### config.mk
export PLATFORM = sky130hd
export DESIGN_NAME = fp_intcast_i2f_fp32
export DESIGN_NICKNAME = d
export VERILOG_FILES = /design/src/rtl/fp_intcast_i2f_fp32.sv
export SDC_FILE = /design/constraint.sdc
export NUM_CORES = 1
export LEC_CHECK = 0
export ABC_AREA = 1
export BUFFER_PORTS_ARGS = -buffer_cell sky130_fd_sc_hd__clkbuf_2
export CORE_MARGIN = 4
export CORE_UTILIZATION = 57
export CTS_BUF_LIST = sky130_fd_sc_hd__clkbuf_4
export DETAILED_ROUTE_END_ITERATION = 10
export PLACE_DENSITY = 0.79
export SETUP_SLACK_MARGIN = 0.02
export SLEW_MARGIN = 40
export SYNTH_ARGS = -nofsm -noshare
export SYNTH_HDL_FRONTEND = slang
export SYNTH_SLANG_ARGS = --single-unit
### constraint.sdc
create_clock -name clk -period 9.9 [get_ports clk]
set_clock_uncertainty 0.15 [all_clocks]
set_input_delay 1.98 -clock clk [delete_from_list [all_inputs] [get_ports clk]]
set_output_delay 1.98 -clock clk [all_outputs]
set_load 0.1 [all_outputs]
### src/rtl/fp_intcast_i2f_fp32.sv
// Signed INT32 to FP32 converter, round-to-nearest-even, three-stage valid/ready pipeline with a global stall.
// Optional build macro FP_I2F_UNSIGNED_EN adds the in_unsigned port for unsigned operands.
module fp_intcast_i2f_fp32 #(
    parameter int TAG_W = 4
) (
    input  logic             clk,
    input  logic             rst,
    input  logic             in_valid,
    output logic             in_ready,
    input  logic [31:0]      in_data,
    input  logic [TAG_W-1:0] in_tag,
`ifdef FP_I2F_UNSIGNED_EN
    input  logic             in_unsigned,
`endif
    output logic             out_valid,
    input  logic             out_ready,
    output logic [31:0]      out_data,
    output logic             out_inexact,
    output logic [TAG_W-1:0] out_tag
);

    // Leading-zero count; an all-zero word wraps to 0 and is flagged separately.
    function automatic logic [4:0] lzc32(input logic [31:0] v);
        logic [4:0] n;
        logic       hit;
        n   = 5'd0;
        hit = 1'b0;
        for (int i = 31; i >= 0; i--) begin
            if (hit || v[i]) begin
                hit = 1'b1;
            end else begin
                n = n + 5'd1;
            end
        end
        return n;
    endfunction

    logic             adv_s;

    logic             v1_r;
    logic             sign1_r;
    logic [31:0]      mag1_r;
    logic [TAG_W-1:0] tag1_r;

    logic             v2_r;
    logic             sign2_r;
    logic             zero2_r;
    logic [30:0]      norm2_r;
    logic [7:0]       exp2_r;
    logic [TAG_W-1:0] tag2_r;

    logic             v3_r;
    logic [31:0]      data3_r;
    logic             nx3_r;
    logic [TAG_W-1:0] tag3_r;

    logic             uns_s;
    logic             sign1_s;
    logic [31:0]      mag1_s;
    logic [4:0]       lz2_s;
    logic [30:0]      norm2_s;
    logic [7:0]       exp2_s;
    logic             zero2_s;
    logic [22:0]      man3_s;
    logic             g3_s;
    logic             st3_s;
    logic             rnd3_s;
    logic [23:0]      man_inc3_s;
    logic [7:0]       exp3_s;
    logic [31:0]      data3_s;
    logic             nx3_s;

    // The whole pipe advances together; empty stages are not compressed.
    assign adv_s    = !v3_r || out_ready;
    assign in_ready = adv_s;

    // S1: sign and magnitude; -2^31 negates to 0x80000000, which is exactly its magnitude.
    always_comb begin
`ifdef FP_I2F_UNSIGNED_EN
        uns_s = in_unsigned;
`else
        uns_s = 1'b0;
`endif
        sign1_s = in_data[31] & ~uns_s;
        if (sign1_s) begin
            mag1_s = 32'd0 - in_data;
        end else begin
            mag1_s = in_data;
        end
    end

    // S2: normalize so the leading one sits at bit 31 (dropped as the hidden bit).
    always_comb begin
        lz2_s   = lzc32(mag1_r);
        norm2_s = 31'(mag1_r << lz2_s);
        exp2_s  = 8'd158 - {3'd0, lz2_s};
        zero2_s = (mag1_r == 32'd0);
    end

    // S3: RNE rounding; a mantissa carry leaves the fraction zero and bumps the exponent.
    always_comb begin
        man3_s     = norm2_r[30:8];
        g3_s       = norm2_r[7];
        st3_s      = |norm2_r[6:0];
        rnd3_s     = g3_s & (st3_s | man3_s[0]);
        man_inc3_s = {1'b0, man3_s} + {23'd0, rnd3_s};
        if (man_inc3_s[23]) begin
            exp3_s = exp2_r + 8'd1;
        end else begin
            exp3_s = exp2_r;
        end
        if (zero2_r) begin
            data3_s = 32'd0;
            nx3_s   = 1'b0;
        end else begin
            data3_s = {sign2_r, exp3_s, man_inc3_s[22:0]};
            nx3_s   = g3_s | st3_s;
        end
    end

    // Pipeline registers: cleared by reset, shifted together on advance, frozen otherwise.
    always_ff @(posedge clk or posedge rst) begin
        if (rst) begin
            v1_r    <= 1'b0;
            sign1_r <= 1'b0;
            mag1_r  <= 32'd0;
            tag1_r  <= '0;
            v2_r    <= 1'b0;
            sign2_r <= 1'b0;
            zero2_r <= 1'b0;
            norm2_r <= 31'd0;
            exp2_r  <= 8'd0;
            tag2_r  <= '0;
            v3_r    <= 1'b0;
            data3_r <= 32'd0;
            nx3_r   <= 1'b0;
            tag3_r  <= '0;
        end else if (adv_s) begin
            v1_r    <= in_valid;
            sign1_r <= sign1_s;
            mag1_r  <= mag1_s;
            tag1_r  <= in_tag;
            v2_r    <= v1_r;
            sign2_r <= sign1_r;
            zero2_r <= zero2_s;
            norm2_r <= norm2_s;
            exp2_r  <= exp2_s;
            tag2_r  <= tag1_r;
            v3_r    <= v2_r;
            data3_r <= data3_s;
            nx3_r   <= nx3_s;
            tag3_r  <= tag2_r;
        end
    end

    assign out_valid   = v3_r;
    assign out_data    = data3_r;
    assign out_inexact = nx3_r;
    assign out_tag     = tag3_r;

endmodule
# ---- Word level (Yosys, flattened, before mapping)
# Index checks and enable logic that the tools add are counted.
dict set report word_totals {
  reg_bits 122
  in_bits 40
  out_inout_bits 39
  wordCells 155
}
dict set report op_classes {
  add_sub_neg 35
  n_shift 1
  n_mux 67
  bitwise_logic 3
  reduce_logical 35
}
# op count
set op_table {}
lappend op_table {{$add A5 B1 Y5 const B} 30}
lappend op_table {{$mux W5} 30}
lappend op_table {{$mux W32} 2}
lappend op_table {{$mux W1} 33}
lappend op_table {{$logic_not A32 Y1} 1}
lappend op_table {{$logic_or A1 B1 Y1} 32}
lappend op_table {{$shl A32 B5 Y31} 1}
lappend op_table {{$sub A1 B32 Y32 const A} 1}
lappend op_table {{$add A23 B1 Y24} 1}
lappend op_table {{$add A8 B1 Y8 const B} 1}
lappend op_table {{$mux W8} 1}
lappend op_table {{$sub A8 B5 Y8 const A} 1}
lappend op_table {{$reduce_or A7 Y1} 1}
lappend op_table {{$add A1 B1 Y2 const B} 1}
lappend op_table {{$mux W2} 1}
lappend op_table {{$or A1 B1 Y1} 2}
lappend op_table {{$and A1 B1 Y1} 1}
lappend op_table {{$logic_not A1 Y1} 1}

# ---- Longest topological paths before layout
# Gate-level depths: netlist (run 1).
dict set report depth {
  ltp_word 64
  mapped_depth 72
  ltp_nobuf 71
}

# ---- Worst setup path after synthesis (run 1)
# No wires, ideal clock.
dict set report synth_timing {
  path_kind {reg2reg}
  start {register mag1_r[29]}
  end {register norm2_r[18]}
  setup_ps 65
  t_arrival_ps 9487
  t_required_ps 9685
  path_slack_ps 198
  stages_incl_launch_ff 69
  path_buffers 2
  period_less_slack_ps 9702
  cell_sequence {dfrtp_1 -> a21oi_1 -> ha_1 -> inv_1 -> a21oi_1 -> ha_1 -> inv_1 -> o21a_1 -> inv_1 -> ha_1 -> nand2_1 -> nand2_1 -> ha_1 -> nand3_1 -> a21boi_0 -> inv_1 -> ha_1 -> nand3_1 -> [33 not listed] -> o21ai_1 -> a21oi_1 -> ha_1 -> nand2_1 -> nand2_1 -> ha_1 -> or2_0 -> nand2_1 -> buf_6 -> buf_6 -> nand2_1 -> o21ai_2 -> inv_1 -> a21oi_2 -> nand2_1 -> a21oi_1 -> nand2_1 -> nand2_1}
}
dict set report synth_between {
  elab_chain_len 61
  word_cells_on_any_way 119
  classes_between {add/sub: 29; shift: 1; mux: 59; reduce/logical: 30}
}
# element line
set synth_rtl {}
lappend synth_rtl {{from (decl)} 42} ;# logic [31:0] mag1_r;
lappend synth_rtl {{from (signal assigned)} 141} ;# mag1_r <= mag1_s;
lappend synth_rtl {{$logic_or A1 B1 Y1} 29} ;# if (hit || v[i]) begin
lappend synth_rtl {{$mux W5 or $mux W1 (tied branches)} 29}
lappend synth_rtl {{$add A5 B1 Y5 or $logic_or A1 B1 Y1 (tied branches)} {32, 29}}
lappend synth_rtl {{$mux W5 or $mux W1 (tied branches)} 29}
lappend synth_rtl {{$add A5 B1 Y5 or $logic_or A1 B1 Y1 (tied branches)} {32, 29}}
lappend synth_rtl {{$mux W5 or $mux W1 (tied branches)} 29}
lappend synth_rtl {{$add A5 B1 Y5 or $logic_or A1 B1 Y1 (tied branches)} {32, 29}}
lappend synth_rtl {{$mux W5 or $mux W1 (tied branches)} 29}
lappend synth_rtl {{[45 not listed]} --}
lappend synth_rtl {{$mux W5 or $mux W1 (tied branches)} 29}
lappend synth_rtl {{$add A5 B1 Y5 or $logic_or A1 B1 Y1 (tied branches)} {32, 29}}
lappend synth_rtl {{$mux W5 or $mux W1 (tied branches)} 29}
lappend synth_rtl {{$add A5 B1 Y5 or $logic_or A1 B1 Y1 (tied branches)} {32, 29}}
lappend synth_rtl {{$mux W5 or $mux W1 (tied branches)} 29}
lappend synth_rtl {{$add A5 B1 Y5 or $logic_or A1 B1 Y1 (tied branches)} {32, 29}}
lappend synth_rtl {{$mux W5} 29}
lappend synth_rtl {{$shl A32 B5 Y31 (*)} 95} ;# norm2_s = 31'(mag1_r << lz2_s);
lappend synth_rtl {{to (signal assigned)} 146} ;# norm2_r <= norm2_s;
lappend synth_rtl {{to (decl)} 48} ;# logic [30:0] norm2_r;
# Mark *: on every way between the ends. The rest lies on a longest branch, timed or not.
# A chain may end at the register's enable or synchronous reset.

# ---- Worst setup path after layout (run 1)
dict set report layout_timing {
  start {register mag1_r[30]}
  end {register norm2_r[26]}
}
dict set report layout_between {
  elab_chain_len 63
  word_cells_on_any_way 123
  classes_between {add/sub: 30; shift: 1; mux: 61; reduce/logical: 31}
}
# element line
set layout_rtl {}
lappend layout_rtl {{$logic_or A1 B1 Y1} 29}
lappend layout_rtl {{$mux W2 or $mux W1 (tied branches)} 29}
lappend layout_rtl {{$add A5 B1 Y5 or $logic_or A1 B1 Y1 (tied branches)} {32, 29}}
lappend layout_rtl {{$mux W5 or $mux W1 (tied branches)} 29}
lappend layout_rtl {{$add A5 B1 Y5 or $logic_or A1 B1 Y1 (tied branches)} {32, 29}}
lappend layout_rtl {{$mux W5 or $mux W1 (tied branches)} 29}
lappend layout_rtl {{$add A5 B1 Y5 or $logic_or A1 B1 Y1 (tied branches)} {32, 29}}
lappend layout_rtl {{$mux W5 or $mux W1 (tied branches)} 29}
lappend layout_rtl {{[47 not listed]} --}
lappend layout_rtl {{$mux W5 or $mux W1 (tied branches)} 29}
lappend layout_rtl {{$add A5 B1 Y5 or $logic_or A1 B1 Y1 (tied branches)} {32, 29}}
lappend layout_rtl {{$mux W5 or $mux W1 (tied branches)} 29}
lappend layout_rtl {{$add A5 B1 Y5 or $logic_or A1 B1 Y1 (tied branches)} {32, 29}}
lappend layout_rtl {{$mux W5 or $mux W1 (tied branches)} 29}
lappend layout_rtl {{$add A5 B1 Y5 or $logic_or A1 B1 Y1 (tied branches)} {32, 29}}
lappend layout_rtl {{$mux W5} 29}
lappend layout_rtl {{$shl A32 B5 Y31 (*)} 95}
# Marks and branches as above.

==> impl_metrics.sql, run 1 <==
INSERT INTO impl_metrics (metric_group, metric, value, unit) VALUES
('global_routing', 'gr-usage-all-layers', '26.3', '%'),
('sta', 'min_period_over_period', '98.3', '%'),
('synthesis', 'netlist_cell_types', '47', ''),
('setup_path', 'critical_path.endpoint_type', 'flip-flop', ''),
('finish', 'fin_cells', '1887', ''),
('route', 'avg_wl_per_cell', '14.3', 'um'),
('clock_network', 'ctsHoldBuffers', '0', ''),
('sta', 'slew_violations', '0', ''),
('pwr', 'sw_frac_of_total', '56.3', '%'),
('synthesis', 'yosys.cell_count.top_type', 'nand2_1', ''),
('clock_network', 'clock_tree.htree_level_count', '4', ''),
('finish', 'finalCoreUtilization', '69.0', '%'),
('sta', 'worst_hold_slack', '0.341', 'ns'),
('finish', 'layout_fillers', '1483', ''),
('pwr', 'internal-power', '1.76', 'mW'),
('setup_path', 'worst_r2r_endpoint', 'norm2_r[26]$_DFFE_PP0P_', ''),
('synthesis', 'combinational_family_with_the_most_area_after_synthesis', 'simple AND/OR/NAND/NOR gates', ''),
('sta', 'timing.fmax', '0.103', 'GHz'),
('setup_path', 'rr_worst_depth', '67', ''),
('setup_path', 'reg2reg_slack', '0.17', 'ns'),
('global_routing', 'grt_pass1_vias', '9425', ''),
('clock_network', 'clockRootBuffer', 'clkbuf_4', ''),
('route', 'vias', '10200', ''),
('synthesis', 'yosysTopAreaCellShare', '30.2', '%'),
('synthesis', 'postSynthNetCount', '1609', ''),
('synthesis', 'top_cells_by_area_in_the_synthesized_netlist', 'dfrtp_1 30%, nand2_1 18%, nand3_1 7.7%', ''),
('route', 'postRouteAntennaNets', '0', ''),
('synthesis', 'compound_cell_area_share_of_the_yosys_netlist', '12.2', '%'),
('clock_network', 'cts.sinks', '122', ''),
('floorplanning', 'start_util', '58.2', '%'),
('sta', 'setup_viol', '0', ''),
('pwr', 'peakVddDrop', '0.000252', 'V'),
('placed_design', 'detailed_place.area', '10900', 'sq um'),
('route', 'drt_iter0_drc', '838', ''),
('clock_network', 'numCtsBuffers', '17', ''),
('setup_path', 'crit_fanout', '5', ''),
('pwr', 'totalPowerFinal', '4.03', 'mW'),
('sta', 'worst_slew_margin_rel', '46.4', '%'),
('route', 'avgViaCountPerCell', '5.43', ''),
('synthesis', 'yosysWarnings', '0', ''),
('synthesis', 'syn-mean-instance-area', '6.58', 'sq um'),
('setup_path', 'critical_path.max_stage_delay', '0.42', 'ns'),
('route', 'drc', '0', ''),
('clock_network', 'buffers_from_clock_root_to_sink_at_most', '2', ''),
('pwr', 'p_seq_share', '21.6', '%'),
('setup_path', 'cp-startpoint', 'mag1_r[30]$_DFFE_PP0P_', ''),
('synthesis', 'synth_edf_count', '0', ''),
('global_routing', 'antenna_found_initial', '1', ''),
('outcome', 'outcome', 'finished clean', ''),
('synthesis', 'share_of_cell_area_taken_by_muxes_after_synthesis', '0', '%'),
('setup_path', 'cp-endpoint', 'norm2_r[26]$_DFFE_PP0P_', ''),
('placed_design', 'dp_hpwl', '18.7', 'mm'),
('setup_path', 'timing.critical_path.from_type', 'flip-flop', ''),
('synthesis', 'synth_top_area_cell', 'dfrtp_1', ''),
('placed_design', 'placed_cells_incl_taps', '1836', ''),
('synthesis', 'netlist_instances', '1535', ''),
('finish', 'area_growth', '18.7', '%'),
('clock_network', 'worst_setup_hold_path_clk_slew', '0.13', 'ns'),
('setup_path', 'timing.critical_path.arrival', '10.06', 'ns'),
('synthesis', 'yosys-top-cells-count', '489 x nand2_1, 201 x inv_1, 155 x nand3_1', ''),
('clock_network', 'clock_tree_from_tritoncts', 'done', ''),
('sta', 'timing.final.hold_violations', '0', ''),
('setup_path', 'critical_path_required', '10.23', 'ns'),
('floorplanning', 'ioPinCount', '79', ''),
('global_routing', 'grt_pass1_wl', '43.6', 'mm'),
('synthesis', 'synth_area', '10100', 'sq um'),
('worst_hold_path', 'hold_path_class', 'flip-flop to flip-flop', ''),
('synthesis', 'synthSimpleGateAreaFrac', '37.5', '%'),
('synthesis', 'portion_of_the_post_synthesis_area_used_by_sequential_elements', '30.2', '%'),
('setup_path', 'worst_path_max_delay_cell', 'dfrtp_1', ''),
('placed_design', 'finalWeightedCongestion', '0.917', '');
[cells in the final DEF, fill, tap and decap left out, types with 12 or more instances in the layout]
master,n
nand2_1,457
inv_1,190
nand3_1,135
dfrtp_1,121
nor2_1,99
o21ai_0,97
clkbuf_2,78
buf_4,56
nand2_2,36
xor2_1,30
inv_2,28
a21oi_1,23
o21ai_1,22
nor3_1,20
ha_1,20
nand3_2,19
xnor2_1,18
o21ai_2,17
clkbuf_4,17
nand4_1,14
ha_4,14
nor2_4,13
nor2_8,12
[registers in the layout, indices dropped and copies added, names as in the netlist]
signal,cells
v1_r,1
sign2_r,1
out_inexact,1
out_tag,4
sign1_r,1
norm2_r,31
tag2_r,4
mag1_r,32
out_valid,1
v2_r,1
zero2_r,1
tag1_r,4
out_data,32
exp2_r,8
[how the worst min path moves through the flow]
stage | startpoint | cells past startpoint | slack, ns | endpoint
2_1_floorplan | v2_r$_DFFE_PP0P_ | 1 | 0.29 | out_valid$_DFFE_PP0P_
3_3_place_gp | v2_r$_DFFE_PP0P_ | 1 | 0.30 | out_valid$_DFFE_PP0P_
3_5_place_dp | tag2_r[2]$_DFFE_PP0P_ | 2 | 0.31 | out_tag[2]$_DFFE_PP0P_
4_1_cts | tag2_r[0]$_DFFE_PP0P_ | 2 | 0.35 | out_tag[0]$_DFFE_PP0P_
5_1_grt | out_data[2]$_DFFE_PP0P_ | 2 | 0.37 | out_data[2]$_DFFE_PP0P_
6_report | tag2_r[0]$_DFFE_PP0P_ | 2 | 0.34 | out_tag[0]$_DFFE_PP0P_
[area by class of cell]
class	instances	area, sq um	area share, %
multi-input combinational	1133	6460	53.9
sequential	122	3050	25.5
timing repair buffer	147	1030	8.63
inverter	227	875	7.30
tap	225	282	2.35
clock inverter	15	144	1.20
clock buffer	17	128	1.06
antenna	1	2.50	0.0209
[what timing repair did]
| action | in CTS | in global routing |
|---|---|---|
| buffers inserted | 11 | 6 |
| resized for setup | 42 | 107 |
| gates cloned | 3 | 0 |
| setup endpoints to repair | 38 | 38 |
| pin swaps | 34 | 56 |
[power by group through the flow]
stage / clock network (mW) / logic [mW] / registers [mW]
floorplan: 0 / 1.30 / 1.35
global placement: 0 / 2.27 / 0.870
detailed placement: 0 / 2.30 / 0.876
CTS: 0.359 / 2.52 / 0.866
global route: 0.379 / 3.07 / 0.894
finish: 0.357 / 2.80 / 0.870
[metal layers]
metal | part of all wire (%) | vias up | routed length [um] | track usage [%]
met1 | 44 | 4757 | 11900 | 34.5
met4 | 2.2 | 0 | 600 | 7.90
met3 | 5.1 | 56 | 1380 | 4.78
met2 | 49 | 287 | 13100 | 44.2
li1 | - | 5137 | - | -
met5 | 0 | - | 0 | 0
[cells by family (layout without fill, tap and decap cells)]
group / count (synthesis) / after routing
other: 0 / 1
adders and majority gates: 34 / 34
xor gates and xnor gates: 48 / 48
and+or+nand+nor: 836 / 836
buffers and inverters: 280 / 406
DFF: 122 / 122
AOI/OAI and AO/OA: 215 / 215
[critical path, delay by kind of cell, from the launching register on]
kind                     cells  cell delay, ns
AO/OA/AOI/OAI               12            1.36
adder cells (fa/ha/maj)     15            3.93
buffers and inverters       11            0.99
flip-flops                   1            0.42
AND/OR/NAND/NOR             29            2.83
Power figures use the tool's default switching activity.
==> run 2: changes to the inputs <==
--- a/config.mk
+++ b/config.mk
@@ -12,6 +12,7 @@
 export CTS_BUF_LIST = sky130_fd_sc_hd__clkbuf_4
 export DETAILED_ROUTE_END_ITERATION = 10
 export PLACE_DENSITY = 0.79
+export REMOVE_ABC_BUFFERS = 1
 export SETUP_SLACK_MARGIN = 0.02
 export SLEW_MARGIN = 40
 export SYNTH_ARGS = -nofsm -noshare
==> run 2 against run 1 <==
  * Register-to-register slack got worse by 0.17 ns
  * Non-clock buffer count is 5 lower
  * Worst setup slack got worse by 0.17 ns
  * Combinational power shrank 2%
  * Sequential share of layout area up 0.11 points
  * Worst hold slack worse by 0.011 ns
  * Via count rose by 0.86%
  * Cell count decreased by 0.32%
  * Critical path depth grew 1
  * Routed wire length up 1.1%
  * Clock-buffer cell count is the same
  * Sequential power increased by 0.7%
  * Critical path type unchanged
==> impl_metrics.sql, run 2 (synthesis results as in run 1) <==
INSERT INTO impl_metrics (metric_group, metric, value, unit) VALUES
('outcome', 'outcome', 'finished clean', ''),
('sta', 'timing.final.hold_violations', '0', ''),
('pwr', 'power_frac_comb', '68.5', '%'),
('placed_design', 'dp_slack', '-0.498', 'ns'),
('placed_design', 'finalWeightedCongestion', '0.955', ''),
('pwr', 'sw_frac_of_total', '56.1', '%'),
('placed_design', 'buffer_ports.inserted', '78', ''),
('route', 'wl_met1', '11.7', 'mm'),
('clock_network', 'clock_tree_from_tritoncts', 'done', ''),
('pwr', 'peakVddDrop', '0.000235', 'V'),
('placed_design', 'placed_cells_incl_taps', '1829', ''),
('floorplanning', 'floorplan.rows', '48', ''),
('sta', 'setup_viol', '0', ''),
('finish', 'area_growth', '18.1', '%'),
('setup_path', 'critical_path.endpoint_type', 'flip-flop', ''),
('route', 'postRouteAntennaNets', '0', ''),
('route', 'top_signal_layer_used', 'met4', ''),
('route', 'avg_wl_per_cell', '14.5', 'um'),
('sta', 'timing.fmax', '0.101', 'GHz'),
('worst_hold_path', 'hold_path_class', 'flip-flop to flip-flop', ''),
('clock_network', 'clock_tree.htree_level_count', '4', ''),
('setup_path', 'timing.setup.critical_path_class', 'flip-flop to flip-flop', ''),
('global_routing', 'grt_pass1_vias', '9529', ''),
('finish', 'finalCoreUtilization', '68.7', '%'),
('sta', 'worst_slack', '0.000104', 'ns'),
('clock_network', 'cts.sinks', '122', ''),
('route', 'wl', '27.3', 'mm'),
('finish', 'most-common-layout-cells', '462 x nand2_1, 194 x inv_1, 141 x nand3_1', ''),
('setup_path', 'crit_fanout', '5', ''),
('pwr', 'net-switching-power', '2.25', 'mW'),
('global_routing', 'gr-usage-all-layers', '26.1', '%'),
('finish', 'layout-drive-gt1-share', '20.8', '%'),
('sta', 'timing.final.crit_period', '9.90', 'ns'),
('pwr', 'power_frac_clock', '9.7', '%'),
('floorplanning', 'ioPinCount', '79', ''),
('global_routing', 'grt_max_degree', '89', ''),
('floorplanning', 'die_height', '141', 'um'),
('floorplanning', 'start_util', '58.2', '%'),
('setup_path', 'timing.critical_path.from_type', 'flip-flop', ''),
('sta', 'worst_slew_margin_rel', '52.7', '%'),
('finish', 'layout_fillers', '1441', ''),
('route', 'vias', '10300', ''),
('clock_network', 'worst_setup_hold_path_clk_slew', '0.12', 'ns'),
('route', 'drt_iter0_drc', '792', ''),
('route', 'routed-wl-met2', '13.4', 'mm'),
('finish', 'register_area', '3050', 'sq um'),
('sta', 'slew_violations', '0', ''),
('sta', 'rsz_0062_raised_after_global_routing', 'yes', ''),
('finish', 'multi_input_area', '6430', 'sq um'),
('finish', 'fin_cells', '1881', ''),
('global_routing', 'grt_pass1_wl', '43.5', 'mm'),
('clock_network', 'numCtsBuffers', '17', ''),
('floorplanning', 'fp.dieW', '141', 'um'),
('floorplanning', 'fp.dieArea', '19900', 'sq um'),
('route', 'drc', '0', ''),
('placed_design', 'dp_hpwl', '18.6', 'mm'),
('pwr', 'p_seq_share', '21.8', '%'),
('route', 'avgViaCountPerCell', '5.49', ''),
('clock_network', 'clockRootBuffer', 'clkbuf_4', ''),
('setup_path', 'worst_path_max_delay_cell', 'dfrtp_1', ''),
('setup_path', 'critical_path.max_stage_delay', '0.41', 'ns'),
('pwr', 'internal-power', '1.76', 'mW'),
('pwr', 'power.static_leakage', '6.18', 'nW'),
('sta', 'worstMarginPinSlew', '0.703', 'ns'),
('global_routing', 'antenna_found_initial', '1', ''),
('pwr', 'power_density', '337', 'nW/um^2'),
('setup_path', 'timing.critical_path.arrival', '10.25', 'ns'),
('clock_network', 'insertion_delay_of_the_later_clocked_pin_in_the_worst_skew_pair', '0.56', 'ns'),
('sta', 'min_period_over_period', '100', '%'),
('clock_network', 'buffers_from_clock_root_to_sink_at_most', '2', ''),
('setup_path', 'cp_common_cell', 'ha_4', ''),
('run', 'drv_cap', '0', ''),
('floorplanning', 'core_area', '17400', 'sq um'),
('finish', 'layout.cells.most_common', 'nand2_1', ''),
('global_routing', 'global_route.overflow_total', '0', ''),
('finish', 'num-nets-final', '1717', ''),
('route', 'met3WireLength', '1.48', 'mm'),
('setup_path', 'critical_path_required', '10.25', 'ns'),
('route', 'first_pass_iters', '7', '');
## run 2: repair_timing
action                                  in CTS  in global routing
resized for setup                           27                116
endpoints found under the hold margin        0                  0
hold buffers                                 0                  0
buffers inserted                            11                  7
endpoints found under the setup margin      38                 38
pin swaps                                   19                 61
gates cloned                                 1                  1
## run 2: power groups by stage
stage	Combinational, mW	Sequential [mW]	Clock [mW]
2_1_floorplan	1.23	1.35	0
3_3_place_gp	2.24	0.874	0
3_5_place_dp	2.29	0.879	0
4_1_cts	2.37	0.870	0.397
5_1_grt	3.02	0.899	0.417
6_report	2.75	0.876	0.390
## run 2: final cells by class
type / instances / area share [%]
Multi-Input combinational cell: 1133 / 53.9
Sequential cell: 122 / 25.6
Timing Repair Buffer: 142 / 8.26
Inverter: 227 / 7.33
Tap cell: 225 / 2.36
Clock inverter: 14 / 1.45
Clock buffer: 17 / 1.07
Antenna cell: 1 / 0.0210
## run 2: routing by layer
metal | GRT usage, % | vias to the layer above
met5 | 0 | -
met4 | 8.11 | 0
met3 | 4.51 | 70
met2 | 44.2 | 343
met1 | 34.0 | 4766
li1 | - | 5146
## run 2: per-stage QoR
step / hold slack [ns] / cell area, sq um / power, mW / TNS [ns]
final: 0.330 / 11900 / 4.01 / 0
after CTS: 0.332 / 11300 / 3.64 / 0
after global placement: 0.298 / 10800 / 3.12 / -5.29
after global routing: 0.369 / 11900 / 4.33 / -11.99
after floorplan: 0.290 / 9780 / 2.58 / -25.63
after detailed placement: 0.310 / 10800 / 3.17 / -14.98
## run 2: worst paths after layout
path	depth (start not counted)	to	start	slack (ns)
max	68	norm2_r[22]$_DFFE_PP0P_	mag1_r[30]$_DFFE_PP0P_	0.0001
min	2	out_tag[3]$_DFFE_PP0P_	tag2_r[3]$_DFFE_PP0P_	0.33
max reg2reg	68	norm2_r[22]$_DFFE_PP0P_	mag1_r[30]$_DFFE_PP0P_	0.0001
min reg2reg	2	out_tag[3]$_DFFE_PP0P_	tag2_r[3]$_DFFE_PP0P_	0.33
max in group asynchronous	3	norm2_r[26]$_DFFE_PP0P_	rst	7.29
min in group asynchronous	2	out_data[28]$_DFFE_PP0P_	rst	1.34
## run 2: critical path: cells and delay by family (launching register included)
kind	cells	cell delay (ns)
adders and majority gates	16	4.15
and+or+nand+nor	32	2.94
AOI/OAI and AO/OA	10	1.46
buffers and inverters	10	0.70
DFF	1	0.41
